<file path="config.mk">
export PLATFORM = sky130hd
export DESIGN_NAME = fetch_pc_sequencer
export DESIGN_NICKNAME = d
export VERILOG_FILES = /design/src/rtl/fetch_pc_sequencer.sv
export SDC_FILE = /design/constraint.sdc
export NUM_CORES = 1
export LEC_CHECK = 0
export CAP_MARGIN = 15
export CORE_MARGIN = 4
export CORE_UTILIZATION = 39
export CTS_CLUSTER_SIZE = 28
export DETAILED_ROUTE_END_ITERATION = 6
export GPL_ROUTABILITY_DRIVEN = 0
export GPL_TIMING_DRIVEN = 1
export PLACE_DENSITY = 0.8
export SLEW_MARGIN = 20
export SYNTH_ARGS = -nofsm -noshare
export SYNTH_HDL_FRONTEND = slang
export SYNTH_SLANG_ARGS = --single-unit
</file>
<file path="constraint.sdc">
create_clock -name clk -period 3.9 [get_ports clk]
set_clock_uncertainty 0.1 [all_clocks]
set_input_delay 1.17 -clock clk [delete_from_list [all_inputs] [get_ports clk]]
set_output_delay 1.17 -clock clk [all_outputs]
set_load 0.02 [all_outputs]
</file>
<file path="src/rtl/fetch_pc_sequencer.sv">
// Fetch PC sequencer: it produces the program counter load enable and value,
// the instruction fetch request and the IF/ID flush. It handles the boot delay,
// sequential advance, redirects (debug, trap, dret, mret, branch), WFI sleep
// and debug mode.
//
// state | meaning
// BOOT  | idle after reset; counts up to BOOT_DELAY, then loads BOOT_ADDR
// RUN   | normal fetch; sequential advance or redirect
// WFI   | sleeping; no fetch; woken by trap, debug request or wake_i
// DEBUG | fetching from the debug ROM; fetches like RUN
module fetch_pc_sequencer #(
    parameter logic [31:0] BOOT_ADDR  = 32'hFFFFF000,
    parameter logic [31:0] DEBUG_ADDR = 32'h00000800,
    parameter int unsigned BOOT_DELAY = 4
) (
    input  logic        clk,
    input  logic        reset,
    input  logic [31:0] current_pc_i,
    input  logic        stall_i,
    input  logic        fetch_ready_i,
    input  logic        branch_taken_i,
    input  logic [31:0] branch_target_i,
    input  logic        trap_i,
    input  logic [31:0] trap_vector_i,
    input  logic        mret_i,
    input  logic [31:0] mepc_i,
    input  logic        debug_req_i,
    input  logic        dret_i,
    input  logic        wfi_i,
    input  logic        wake_i,
    output logic        pc_en_o,
    output logic [31:0] next_pc_o,
    output logic        fetch_req_o,
    output logic [31:0] fetch_addr_o,
    output logic        flush_o,
    output logic        debug_mode_o,
    output logic [31:0] dpc_o
);

    typedef enum logic [1:0] {
        ST_BOOT  = 2'd0,
        ST_RUN   = 2'd1,
        ST_WFI   = 2'd2,
        ST_DEBUG = 2'd3
    } state_t;

    localparam logic [7:0] BOOT_DELAY_C = 8'(BOOT_DELAY);

    state_t      state_q, state_d;
    logic [7:0]  boot_cnt_q, boot_cnt_d;
    logic [31:0] dpc_q, dpc_d;
    logic [31:0] seq_pc;
    logic [31:0] target;
    logic        redirect;

    // Incrementing by 4 in 32 bits wraps 32'hFFFFFFFC to zero.
    assign seq_pc = current_pc_i + 32'd4;

    // State, boot counter and saved debug PC registers, with synchronous reset
    always_ff @(posedge clk) begin
        if (reset) begin
            state_q    <= ST_BOOT;
            boot_cnt_q <= 8'd0;
            dpc_q      <= 32'd0;
        end else begin
            state_q    <= state_d;
            boot_cnt_q <= boot_cnt_d;
            dpc_q      <= dpc_d;
        end
    end

    // Next state, redirect selection and per-state fetch/PC control
    always_comb begin
        state_d     = state_q;
        boot_cnt_d  = boot_cnt_q;
        dpc_d       = dpc_q;
        target      = seq_pc;
        redirect    = 1'b0;
        pc_en_o     = 1'b0;
        fetch_req_o = 1'b0;

        case (state_q)
            ST_BOOT: begin
                target = BOOT_ADDR;
                if (boot_cnt_q == BOOT_DELAY_C) begin
                    pc_en_o    = 1'b1;
                    boot_cnt_d = 8'd0;
                    state_d    = ST_RUN;
                end else begin
                    boot_cnt_d = boot_cnt_q + 8'd1;
                end
            end

            ST_RUN: begin
                fetch_req_o = 1'b1;
                if (debug_req_i) begin
                    // A branch resolving in the same cycle is where execution resumes.
                    redirect = 1'b1;
                    target   = DEBUG_ADDR;
                    dpc_d    = branch_taken_i ? branch_target_i : current_pc_i;
                    state_d  = ST_DEBUG;
                end else if (trap_i) begin
                    redirect = 1'b1;
                    target   = trap_vector_i;
                end else if (mret_i) begin
                    redirect = 1'b1;
                    target   = mepc_i;
                end else if (branch_taken_i) begin
                    redirect = 1'b1;
                    target   = branch_target_i;
                end else begin
                    pc_en_o = fetch_ready_i & ~stall_i;
                    if (wfi_i) begin
                        state_d = ST_WFI;
                    end
                end
            end

            ST_WFI: begin
                if (debug_req_i) begin
                    redirect = 1'b1;
                    target   = DEBUG_ADDR;
                    dpc_d    = current_pc_i;
                    state_d  = ST_DEBUG;
                end else if (trap_i) begin
                    redirect = 1'b1;
                    target   = trap_vector_i;
                    state_d  = ST_RUN;
                end else if (wake_i) begin
                    state_d = ST_RUN;
                end
            end

            ST_DEBUG: begin
                fetch_req_o = 1'b1;
                // A trap inside the debug ROM re-enters the debug ROM entry point.
                if (trap_i) begin
                    redirect = 1'b1;
                    target   = DEBUG_ADDR;
                end else if (dret_i) begin
                    redirect = 1'b1;
                    target   = dpc_q;
                    state_d  = ST_RUN;
                end else if (branch_taken_i) begin
                    redirect = 1'b1;
                    target   = branch_target_i;
                end else begin
                    pc_en_o = fetch_ready_i & ~stall_i;
                end
            end

            default: begin
                state_d = ST_BOOT;
            end
        endcase

        if (redirect) begin
            pc_en_o = 1'b1;
        end
    end

    assign flush_o      = redirect;
    assign next_pc_o    = target & ~32'h3;
    assign fetch_addr_o = current_pc_i;
    assign debug_mode_o = (state_q == ST_DEBUG);
    assign dpc_o        = dpc_q;

endmodule

</file>
==> results of run 1 <==
## where the power goes
part           internal (mW)  switching [mW]  leakage (nW)  total, mW
sequential             0.525          0.0878         0.341      0.613
clock                  0.385           0.203        0.0971      0.589
combinational          0.718           0.805          3.40       1.52
## per-layer routing
metal	global-route usage	share of wire	vias up
met5	0	0	-
met4	0.171	0.088	0
met3	0.0779	0.11	233
met2	0.543	0.45	706
met1	0.403	0.35	3609
li1	-	-	3379
## Yosys cell counts (all sizes together) (10+ instances only)
master / count
nor2: 81
nand2: 64
buf: 58
a21oi: 46
dfxtp: 42
a211oi: 39
o21ai: 39
clkbuf: 37
mux2i: 29
nand2b: 22
nand3: 20
inv: 17
nand4: 16
nor3: 14
o211ai: 14
a221oi: 12
a22oi: 11
nor4: 11
o31ai: 11
xnor2: 11
xor2: 10
## worst paths after layout
path,start,end,depth (start not counted)
worst max register to register,boot_cnt_q[0]$_SDFFE_PP0P_,state_q[0]$_SDFFE_PP0P_,7
worst min-delay path,dpc_o[0]$_SDFFE_PP0P_,dpc_o[0]$_SDFFE_PP0P_,2
worst max-delay path,current_pc_i[2],next_pc_o[14],9
worst min register to register,dpc_o[0]$_SDFFE_PP0P_,dpc_o[0]$_SDFFE_PP0P_,2
## through the flow
stage | cell area [sq um] | power [mW] | util
3_3_place_gp | 8440 | 1.97 | 0.664
4_1_cts | 9140 | 2.60 | 0.718
2_1_floorplan | 5160 | 1.30 | -
5_1_grt | 9540 | 2.83 | 0.750
6_report | 9540 | 2.72 | 0.750
3_5_place_dp | 8440 | 2.00 | 0.664
## critical path: stages
cell      delay (ps)
buf_8             90
ha_4             130
and2_4           140
nand4_1          250
buf_4            250
xnor2_4          140
o311ai_2         350
nand4_1          180
buf_6            170
## logic make-up (layout without fill, tap and decap cells)
kind of cell | after synthesis | in the layout | share of synthesized area
muxes | 33 | 33 | 0.0658
adders and majority gates | 7 | 7 | 0.0172
and+or+nand+nor | 275 | 275 | 0.272
DFF | 42 | 42 | 0.165
AOI/OAI and AO/OA | 240 | 240 | 0.330
xor gates and xnor gates | 21 | 21 | 0.0361
buffers and inverters | 114 | 448 | 0.113
other | 1 | 2 | 0.000735
## final cells by class
class / count / area share
Inverter: 19 / 0.00748
Clock inverter: 2 / 0.00630
Tap cell: 172 / 0.0226
Multi-Input combinational cell: 578 / 0.459
Sequential cell: 42 / 0.0882
Clock buffer: 6 / 0.0146
Timing Repair Buffer: 421 / 0.402
## state kept, by name, indices dropped and copies added, names as in the netlist
name and flops:
dpc_o 32, boot_cnt_q 8, state_q 2
## repair_timing
action,4_1_cts,5_1_grt
hold buffers,0,0
pin swaps,52,39
buffers inserted,20,12
resized for setup,404,86
hold endpoints to repair,0,0
endpoints found under the setup margin,32,32
gates cloned,1,0
==> qor.txt, run 1 <==
Status -> complete, but fails checks
Failing checks -> negative setup slack
Die Y -> 122 um
Vias per cell -> 6.39
Fill cell count -> 862
PD cells -> 286 mW/mm^2
Top cell type's share of synthesized area -> 0.165
Antenna violations before repair -> 0
Longest Clk Path Bufs -> 2
Multi-input logic area -> 0.00437 sq mm
Share of layout cells above drive strength 1 -> 0.358
Post-Syn Area per Cell -> 6.96 sq um
First-pass GRT wire length -> 39.2 mm
Register cell area after layout -> 841 sq um
CP max FO -> 3
CP Data Arrival Time -> 2880 ps
Initial Util -> 0.401
Largest net degree at the start of global routing -> 65
Flop-to-flop setup slack -> 1440 ps
Kind of critical path -> input port to primary output
Final WS setup -> -245 ps
Root buffer cell -> clkbuf_16
Post-DP HPWL -> 18.5 mm
Post-route DRC -> 0
Overflow after GRT -> 0
Peak VDD IR -> 0.000234 V
FP Rows -> 41
Synth area leaders -> dfxtp_1, nor2_1, a211oi_1
Starting DRT DRC Count -> 1,106
Max frequency -> 241 MHz
Clk slew on worst S/H paths -> 70 ps
Synth cell types -> 77
Synth area leader -> dfxtp_1
Die Footprint -> 0.0150 sq mm
Crit path launch type -> input port
Setup crit end kind -> primary output
First-pass iteration count of the detailed router -> 6
Leakage -> 3.83 nW
Final Setup Violations -> 19
Async set-reset flop share out of synthesis -> 0
Area added between synthesis and finish -> 87.0%
DP Worst Slack -> -1190 ps
Vias in the first global route -> 7,455
Final WL -> 28.3 mm
Relative max-transition margin -> 0.529
Most frequent cells in the layout -> buf_4, clkdlybuf4s50_1, nor2_1, nand2_1, dfxtp_1
Predominant post-synthesis flop cell -> dfxtp_1
Clock Latency Late Sink -> 300 ps
Final std cells w/o fill -> 1,240
GR Util All Layers -> 0.331
Core ar. -> 0.0127 sq mm
Hold WS -> 407 ps
Routed wire length per instance -> 22.8 um
Clock Sink Count -> 42
Routed Antenna Nets -> 0
Post-synth EDFFs -> 0
H-tree Lvls -> 2
Commonest non-fill, non-tap cell in the layout -> buf_4
Mapped cell area -> 0.00510 sq mm
IO Count -> 239
CTS tree -> built
TritonCTS buffer count -> 5
Register area share after synthesis -> 0.165
I/O Buffers -> 232
WP data required -> 2630 ps
Fin crit share -> 1.06
Yosys reg bits -> 42
Hold WC Path Type -> flip-flop to flip-flop
RSZ-0062 raised after global routing -> yes
Final hold viol count -> 0
ANT cells -> 0
Fin. max-slew vios -> 0
# placed instances -> 1,204
Post-route minimum period -> 4150 ps
Cell count after synthesis -> 733
Final nets -> 1,213
Die width -> 122 um
Warnings, synthesis -> 0
Vias post-DR -> 7,927
Max-cap violations -> 0
Setup TNS -> -1860 ps
Worst-margin pin slew -> 706 ps
Note: power is estimated with default switching activity, not from simulation.
==> run 2, diff against run 1 <==
SETUP_SLACK_MARGIN = 0.02   (was unset)
==> run 2 against run 1 <==
Net effect: the run ends with design-rule violations, negative setup slack left; utilization grew 1.0 points; cell count up 0.89%; global-route usage is 0.17 points lower; fmax increased by 0.90%; clock power decreased by 12%; worst hold slack got worse by 3.3 ps; critical path depth decreased by 1; power down 1.9%; worst setup slack improved by 37 ps; highest routed layer unchanged.
==> qor.txt, run 2 (synthesized netlist as in run 1, its figures left out) <==
Status -> complete, but fails checks
Failing checks -> design-rule violations, negative setup slack
Final Cell Area -> 0.00967 sq mm (+1.4%)
Power share of the clock group -> 0.194 (-0.022)
Commonest non-fill, non-tap cell in the layout -> buf_4
Clock Latency Late Sink -> 300 ps (about the same)
Overflow after GRT -> 0 (unchanged)
Most frequent cells in the layout -> buf_4, clkdlybuf4s50_1, nor2_1, buf_6, nand2_1
Relative max-transition margin -> 0.511 (-0.0188)
Crit-path slowest cell -> or4_4
WP data required -> 2630 ps (about the same)
Hold path startpoint -> dpc_o[0]$_SDFFE_PP0P_
Multi-input logic area -> 0.00442 sq mm (+0.97%)
Clock Sink Count -> 42 (unchanged)
Final Setup Violations -> 20 (+1)
CP max FO -> 3 (unchanged)
Vias post-DR -> 8,092 (+2.1%)
Clk slew on worst S/H paths -> 70 ps (about the same)
Die Footprint -> 0.0150 sq mm (unchanged)
Sequential power share -> 0.229 (+0.004)
Post-route DRC -> 11 (+11)
Initial Util -> 0.401 (unchanged)
Fin crit share -> 1.05 (-0.00948)
Setup crit end kind -> primary output
DP Area -> 0.00845 sq mm (about the same)
Largest net degree at the start of global routing -> 65 (unchanged)
H-tree Lvls -> 2 (unchanged)
TritonCTS buffer count -> 5 (unchanged)
Final Util -> 0.760 (+0.0104)
Die Y -> 122 um (unchanged)
First-pass GRT wire length -> 38.9 mm (-0.88%)
Longest Clk Path Bufs -> 2 (unchanged)
Core ar. -> 0.0127 sq mm (unchanged)
Final nets -> 1,224 (+0.91%)
Crit path launch -> current_pc_i[2]
PD cells -> 277 mW/mm^2 (-3.2%)
First-pass iteration count of the detailed router -> 7 (+1)
Setup TNS -> -2040 ps (-176 ps)
Register cell area after layout -> 841 sq um (unchanged)
Die width -> 122 um (unchanged)
FF-to-FF End -> state_q[0]$_SDFFE_PP0P_
Final WL -> 28.8 mm (+1.7%)
CP Data Arrival Time -> 2840 ps (-40 ps)
Worst path cell trace -> buf_8 > ha_4 > and2_4 > nand4_1 > or4_4 > xnor2_2 > o211ai_1 > buf_4
Worst-margin pin slew -> 734 ps (+28.3 ps)
IO Count -> 239 (unchanged)
Peak VDD IR -> 0.000230 V (-1.7%)
ANT cells -> 0 (unchanged)
Switch Pwr -> 1.12 mW (+1.9%)
Final hold viol count -> 0 (unchanged)
FP Rows -> 41 (unchanged)
Crit-path max cell delay -> 510 ps (+160 ps)
Flop-to-flop setup slack -> 1140 ps (-300 ps)
Area added between synthesis and finish -> 89.6%
Leakage -> 3.90 nW (+1.8%)
Fill cell count -> 859 (-0.35%)
Worst reg2reg path startpoint -> boot_cnt_q[1]$_SDFFE_PP0P_
Share of layout cells above drive strength 1 -> 0.362 (+0.00469)
Hold path endpoint -> dpc_o[0]$_SDFFE_PP0P_
Max-cap violations -> 0 (unchanged)
Post-DP HPWL -> 18.5 mm (+0.36%)
Routed wire length per instance -> 23.0 um (+0.85%)
GR Util All Layers -> 0.329 (-0.00174)
Max reg flops -> 32 (unchanged)
Post-route minimum period -> 4110 ps (-37.0 ps)
Internal -> 1.56 mW (-4.4%)
Routed Antenna Nets -> 0 (unchanged)
Final WS setup -> -208 ps (+37.0 ps)
Kind of critical path -> input port to primary output
Vias in the first global route -> 7,242 (-2.9%)
Starting DRT DRC Count -> 1,069 (-3.3%)
R2R depth -> 7 (unchanged)
Combinational cell fraction of total power -> 0.577 (+0.018)
I/O Buffers -> 232 (unchanged)
Hold path depth -> 2 (unchanged)
CTS tree -> built
Vias per cell -> 6.47 (+1.2%)
Fin. max-slew vios -> 0 (unchanged)
Antenna violations before repair -> 0 (unchanged)
Hold WC Path Type -> flip-flop to flip-flop
Root buffer cell -> clkbuf_16
Sw Share -> 0.418 (+0.0155)
Crit path launch type -> input port
Max frequency -> 243 MHz (+0.90%)
RSZ-0062 raised after global routing -> yes
[run 2: worst max-delay path by stage]
stage	endpoint	slack, ps	cells after the start
finish	next_pc_o[26]	-210	8
global route	next_pc_o[26]	-250	8
CTS	next_pc_o[26]	-150	8
detailed placement	next_pc_o[31]	-1220	8
global placement	next_pc_o[31]	-1200	8
floorplan	next_pc_o[26]	10	6
[run 2: stage by stage]
step / std cells / hold WS, ps / setup WS, ps / total power, mW
finish: 1251 / 404 / -208 / 2.67
global route: 1251 / 421 / -253 / 2.77
CTS: 1234 / 408 / -150 / 2.52
detailed placement: 1198 / 402 / -1220 / 1.99
global placement: 1198 / 385 / -1200 / 1.97
floorplan: 734 / 377 / 12.1 / 1.30
[run 2: power groups by stage]
stage | clock (mW) | sequential (mW) | combinational [mW]
floorplan | 0 | 0.700 | 0.598
global placement | 0 | 0.613 | 1.36
detailed placement | 0 | 0.616 | 1.38
CTS | 0.507 | 0.607 | 1.40
global route | 0.530 | 0.623 | 1.62
finish | 0.519 | 0.613 | 1.54
[run 2: timing repair]
item	4_1_cts	5_1_grt
setup buffers	26	21
hold endpoints to repair	0	0
hold buffers	0	0
pin swaps	58	64
gates cloned	2	0
endpoints found under the setup margin	32	32
resized for setup	364	142
[run 2: per-layer routing]
metal  global-route usage  up-vias  part of all wire  wire length (um)
met2                0.537      759              0.45             13000
met4                0.129        0             0.069              2000
met5                    0        -                 0                 0
met1                0.429     3700              0.36             10200
li1                     -     3402                 -                 -
met3               0.0631      231              0.12              3560
[run 2: critical path, delay by kind of cell]
family | cells | cell delay (ps)
AOI/OAI and AO/OA | 1 | 210
adders and majority gates | 1 | 140
xor gates and xnor gates | 1 | 140
buffers and inverters | 2 | 270
and+or+nand+nor | 3 | 900
[run 2: final cells by class]
type	count	share of cell area
Clock buffer	6	0.0133
Clock inverter	2	0.00388
Inverter	19	0.00738
Multi-Input combinational cell	578	0.457
Sequential cell	42	0.0870
Tap cell	172	0.0223
Timing Repair Buffer	432	0.409
==> run 3, diff against run 2 <==
==> constraint.sdc (replaced) <==
create_clock -name clk -period 3.9 [get_ports clk]
set_clock_uncertainty 0.1 [all_clocks]
set_input_delay 1.17 -clock clk [delete_from_list [all_inputs] [get_ports clk]]
set_output_delay 1.17 -clock clk [all_outputs]
set_load 0.005 [all_outputs]
==> run 3 against run 2 <==
Net effect: the flow still finishes with violations (design-rule violations, negative setup slack); fmax is 1.8% lower; largest cell class unchanged; cell area is 1.2% higher; utilization is 0.92 points higher; largest power group unchanged; worst setup slack worse by 75 ps; worst hold slack worse by 6.5 ps; critical endpoint is now next_pc_o[28]; register-to-register slack better by 170 ps.
==> qor.txt, run 3 (synthesized netlist as in run 1, its figures left out) <==
Final Setup Violations -> 22 (+10%)
FP Rows -> 41 (unchanged)
Final Cell Area -> 0.00979 sq mm (+1.2%)
Crit-path slowest cell -> nor4_4
TritonCTS buffer count -> 5 (unchanged)
WP data required -> 2630 ps (about the same)
Combinational cell fraction of total power -> 0.544 (-0.033)
Post-DP HPWL -> 18.4 mm (-1.0%)
Peak VDD IR -> 0.000155 V (-33%)
Power share of the clock group -> 0.208 (+0.014)
Longest Clk Path Bufs -> 2 (unchanged)
Routed wire length per instance -> 24.2 um (+5.2%)
Max reg flops -> 32 (unchanged)
H-tree Lvls -> 2 (unchanged)
Sequential power share -> 0.248 (+0.019)
Vias post-DR -> 8,361 (+3.3%)
Commonest non-fill, non-tap cell in the layout -> buf_4
Vias per cell -> 6.59 (+1.9%)
Hold path startpoint -> dpc_o[0]$_SDFFE_PP0P_
Fin. max-slew vios -> 0 (unchanged)
Routed Antenna Nets -> 0 (unchanged)
Setup crit end kind -> primary output
Sw Share -> 0.383 (-0.0350)
Most frequent cells in the layout -> buf_4, clkdlybuf4s50_1, nor2_1, nand2_1, buf_6
# placed instances -> 1,210 (+1.0%)
Initial Util -> 0.401 (unchanged)
Switch Pwr -> 0.952 mW (-15%)
Fill cell count -> 789 (-8.1%)
Flop-to-flop setup slack -> 1310 ps (+170 ps)
Leakage -> 3.98 nW (+1.9%)
Post-route DRC -> 3 (-8)
Register cell area after layout -> 841 sq um (unchanged)
RSZ-0062 raised after global routing -> yes
Final std cells w/o fill -> 1,268 (+1.4%)
Final hold viol count -> 0 (unchanged)
Max-cap violations -> 0 (unchanged)
Crit-path max cell delay -> 260 ps (-250 ps)
Share of layout cells above drive strength 1 -> 0.364 (+0.00168)
CP max FO -> 3 (unchanged)
Starting DRT DRC Count -> 1,388 (+30%)
Final WS setup -> -284 ps (-75.1 ps)
Area added between synthesis and finish -> 91.9%
Status -> complete, but fails checks
I/O Buffers -> 232 (unchanged)
CTS tree -> built
Worst path cell trace -> buf_6 > buf_6 > nand4_1 > buf_4 > nor4_4 > buf_6 > buf_6 > buf_4 > nand3_2 > xnor2_2 > o221ai_1 > buf_2
CP top delay family -> buffers and inverters
DP Worst Slack -> -1150 ps (+70.8 ps)
First-pass GRT wire length -> 40.4 mm (+4.0%)
Core ar. -> 0.0127 sq mm (unchanged)
Kind of critical path -> input port to primary output
Largest net degree at the start of global routing -> 65 (unchanged)
GR Util All Layers -> 0.341 (+0.0122)
Antenna violations before repair -> 0 (unchanged)
Die Y -> 122 um (unchanged)
Final WL -> 30.7 mm (+6.6%)
Overflow after GRT -> 0 (unchanged)
Cts hold-fix bufs -> 0 (unchanged)
Relative max-transition margin -> 0.465 (-0.0453)
Clock Sink Count -> 42 (unchanged)
Multi-input logic area -> 0.00440 sq mm (-0.34%)
Hold path depth -> 2 (unchanged)
Die Footprint -> 0.0150 sq mm (unchanged)
Internal -> 1.54 mW (-1.4%)
Max frequency -> 239 MHz (-1.8%)
Fin crit share -> 1.07 (+0.0193)
CP Buf/Inv Count -> 7 (+5)
IO Count -> 239 (unchanged)
Die width -> 122 um (unchanged)
Hold path endpoint -> dpc_o[0]$_SDFFE_PP0P_
Worst reg2reg path startpoint -> boot_cnt_q[1]$_SDFFE_PP0P_
Failing checks -> design-rule violations, negative setup slack
Setup TNS -> -2880 ps (-838 ps)
Root buffer cell -> clkbuf_16
FF-to-FF End -> state_q[0]$_SDFFE_PP0P_
Final Util -> 0.769 (+0.00925)
Crit path launch type -> input port
PD cells -> 254 mW/mm^2 (-8.1%)
Vias in the first global route -> 7,637 (+5.5%)
CP Data Arrival Time -> 2910 ps (+70 ps)
Hold WC Path Type -> flip-flop to flip-flop
Clock Latency Late Sink -> 300 ps (about the same)
Clk slew on worst S/H paths -> 70 ps (about the same)
Worst-margin pin slew -> 800 ps (+65.4 ps)
Post-route minimum period -> 4180 ps (+75.1 ps)
ANT cells -> 0 (unchanged)
Final nets -> 1,241 (+1.4%)
DP Area -> 0.00848 sq mm (+0.36%)
R2R depth -> 7 (unchanged)
First-pass iteration count of the detailed router -> 7 (unchanged)
CP most frequent cell -> buf_6
[run 3: layer usage]
layer  vias up  wire length, um  global-route usage
met4         0             2600               0.162
met2       877            13500               0.563
met5         -                0                   0
li1       3431                -                   -
met3       301             3890              0.0673
met1      3752            10700               0.427
[run 3: worst register-to-register path: cells and delay by family (launching register included)]
family          cells  cell delay [ps]
compound gates      3             1010
simple gates        2              770
flops               1              350
fa+ha+maj           1              140
buf+inv             1              100
[run 3: area by class of cell]
type,count,area share
multi-input cells,578,0.450
well taps,172,0.0220
flip-flops and latches,42,0.0859
inverters,19,0.00742
repair buffers,449,0.418
clock inverters,2,0.00384
clock buffers,6,0.0132
[run 3: what timing repair did]
item / CTS / global route
setup buffers: 40 / 14
resized for setup: 366 / 100
setup endpoints to repair: 32 / 32
cloned: 1 / 0
pin swaps: 74 / 57
[run 3: power by group through the flow]
stage                     Sequential, mW  Clock (mW)  Combinational (mW)
after floorplan                    0.607           0               0.504
after global placement             0.616           0                1.17
after detailed placement           0.618           0                1.19
after CTS                          0.612       0.511                1.22
after global routing               0.630       0.530                1.42
final                              0.618       0.517                1.35
[run 3: metrics by stage]
step / power, mW / hold slack (ps)
4_1_cts: 2.35 / 402
6_report: 2.49 / 398
3_3_place_gp: 1.79 / 388
3_5_place_dp: 1.81 / 392
5_1_grt: 2.58 / 433
2_1_floorplan: 1.11 / 377
[run 3: worst max-delay path by stage]
stage                    endpoint  slack [ps]             start  cells past startpoint
floorplan           next_pc_o[31]          20            trap_i                      6
global placement    next_pc_o[26]       -1100   current_pc_i[2]                      8
detailed placement  next_pc_o[31]       -1150  current_pc_i[22]                      7
CTS                 next_pc_o[26]        -220   current_pc_i[2]                      9
global route        next_pc_o[24]        -340   current_pc_i[9]                     12
finish              next_pc_o[28]        -280   current_pc_i[8]                     12
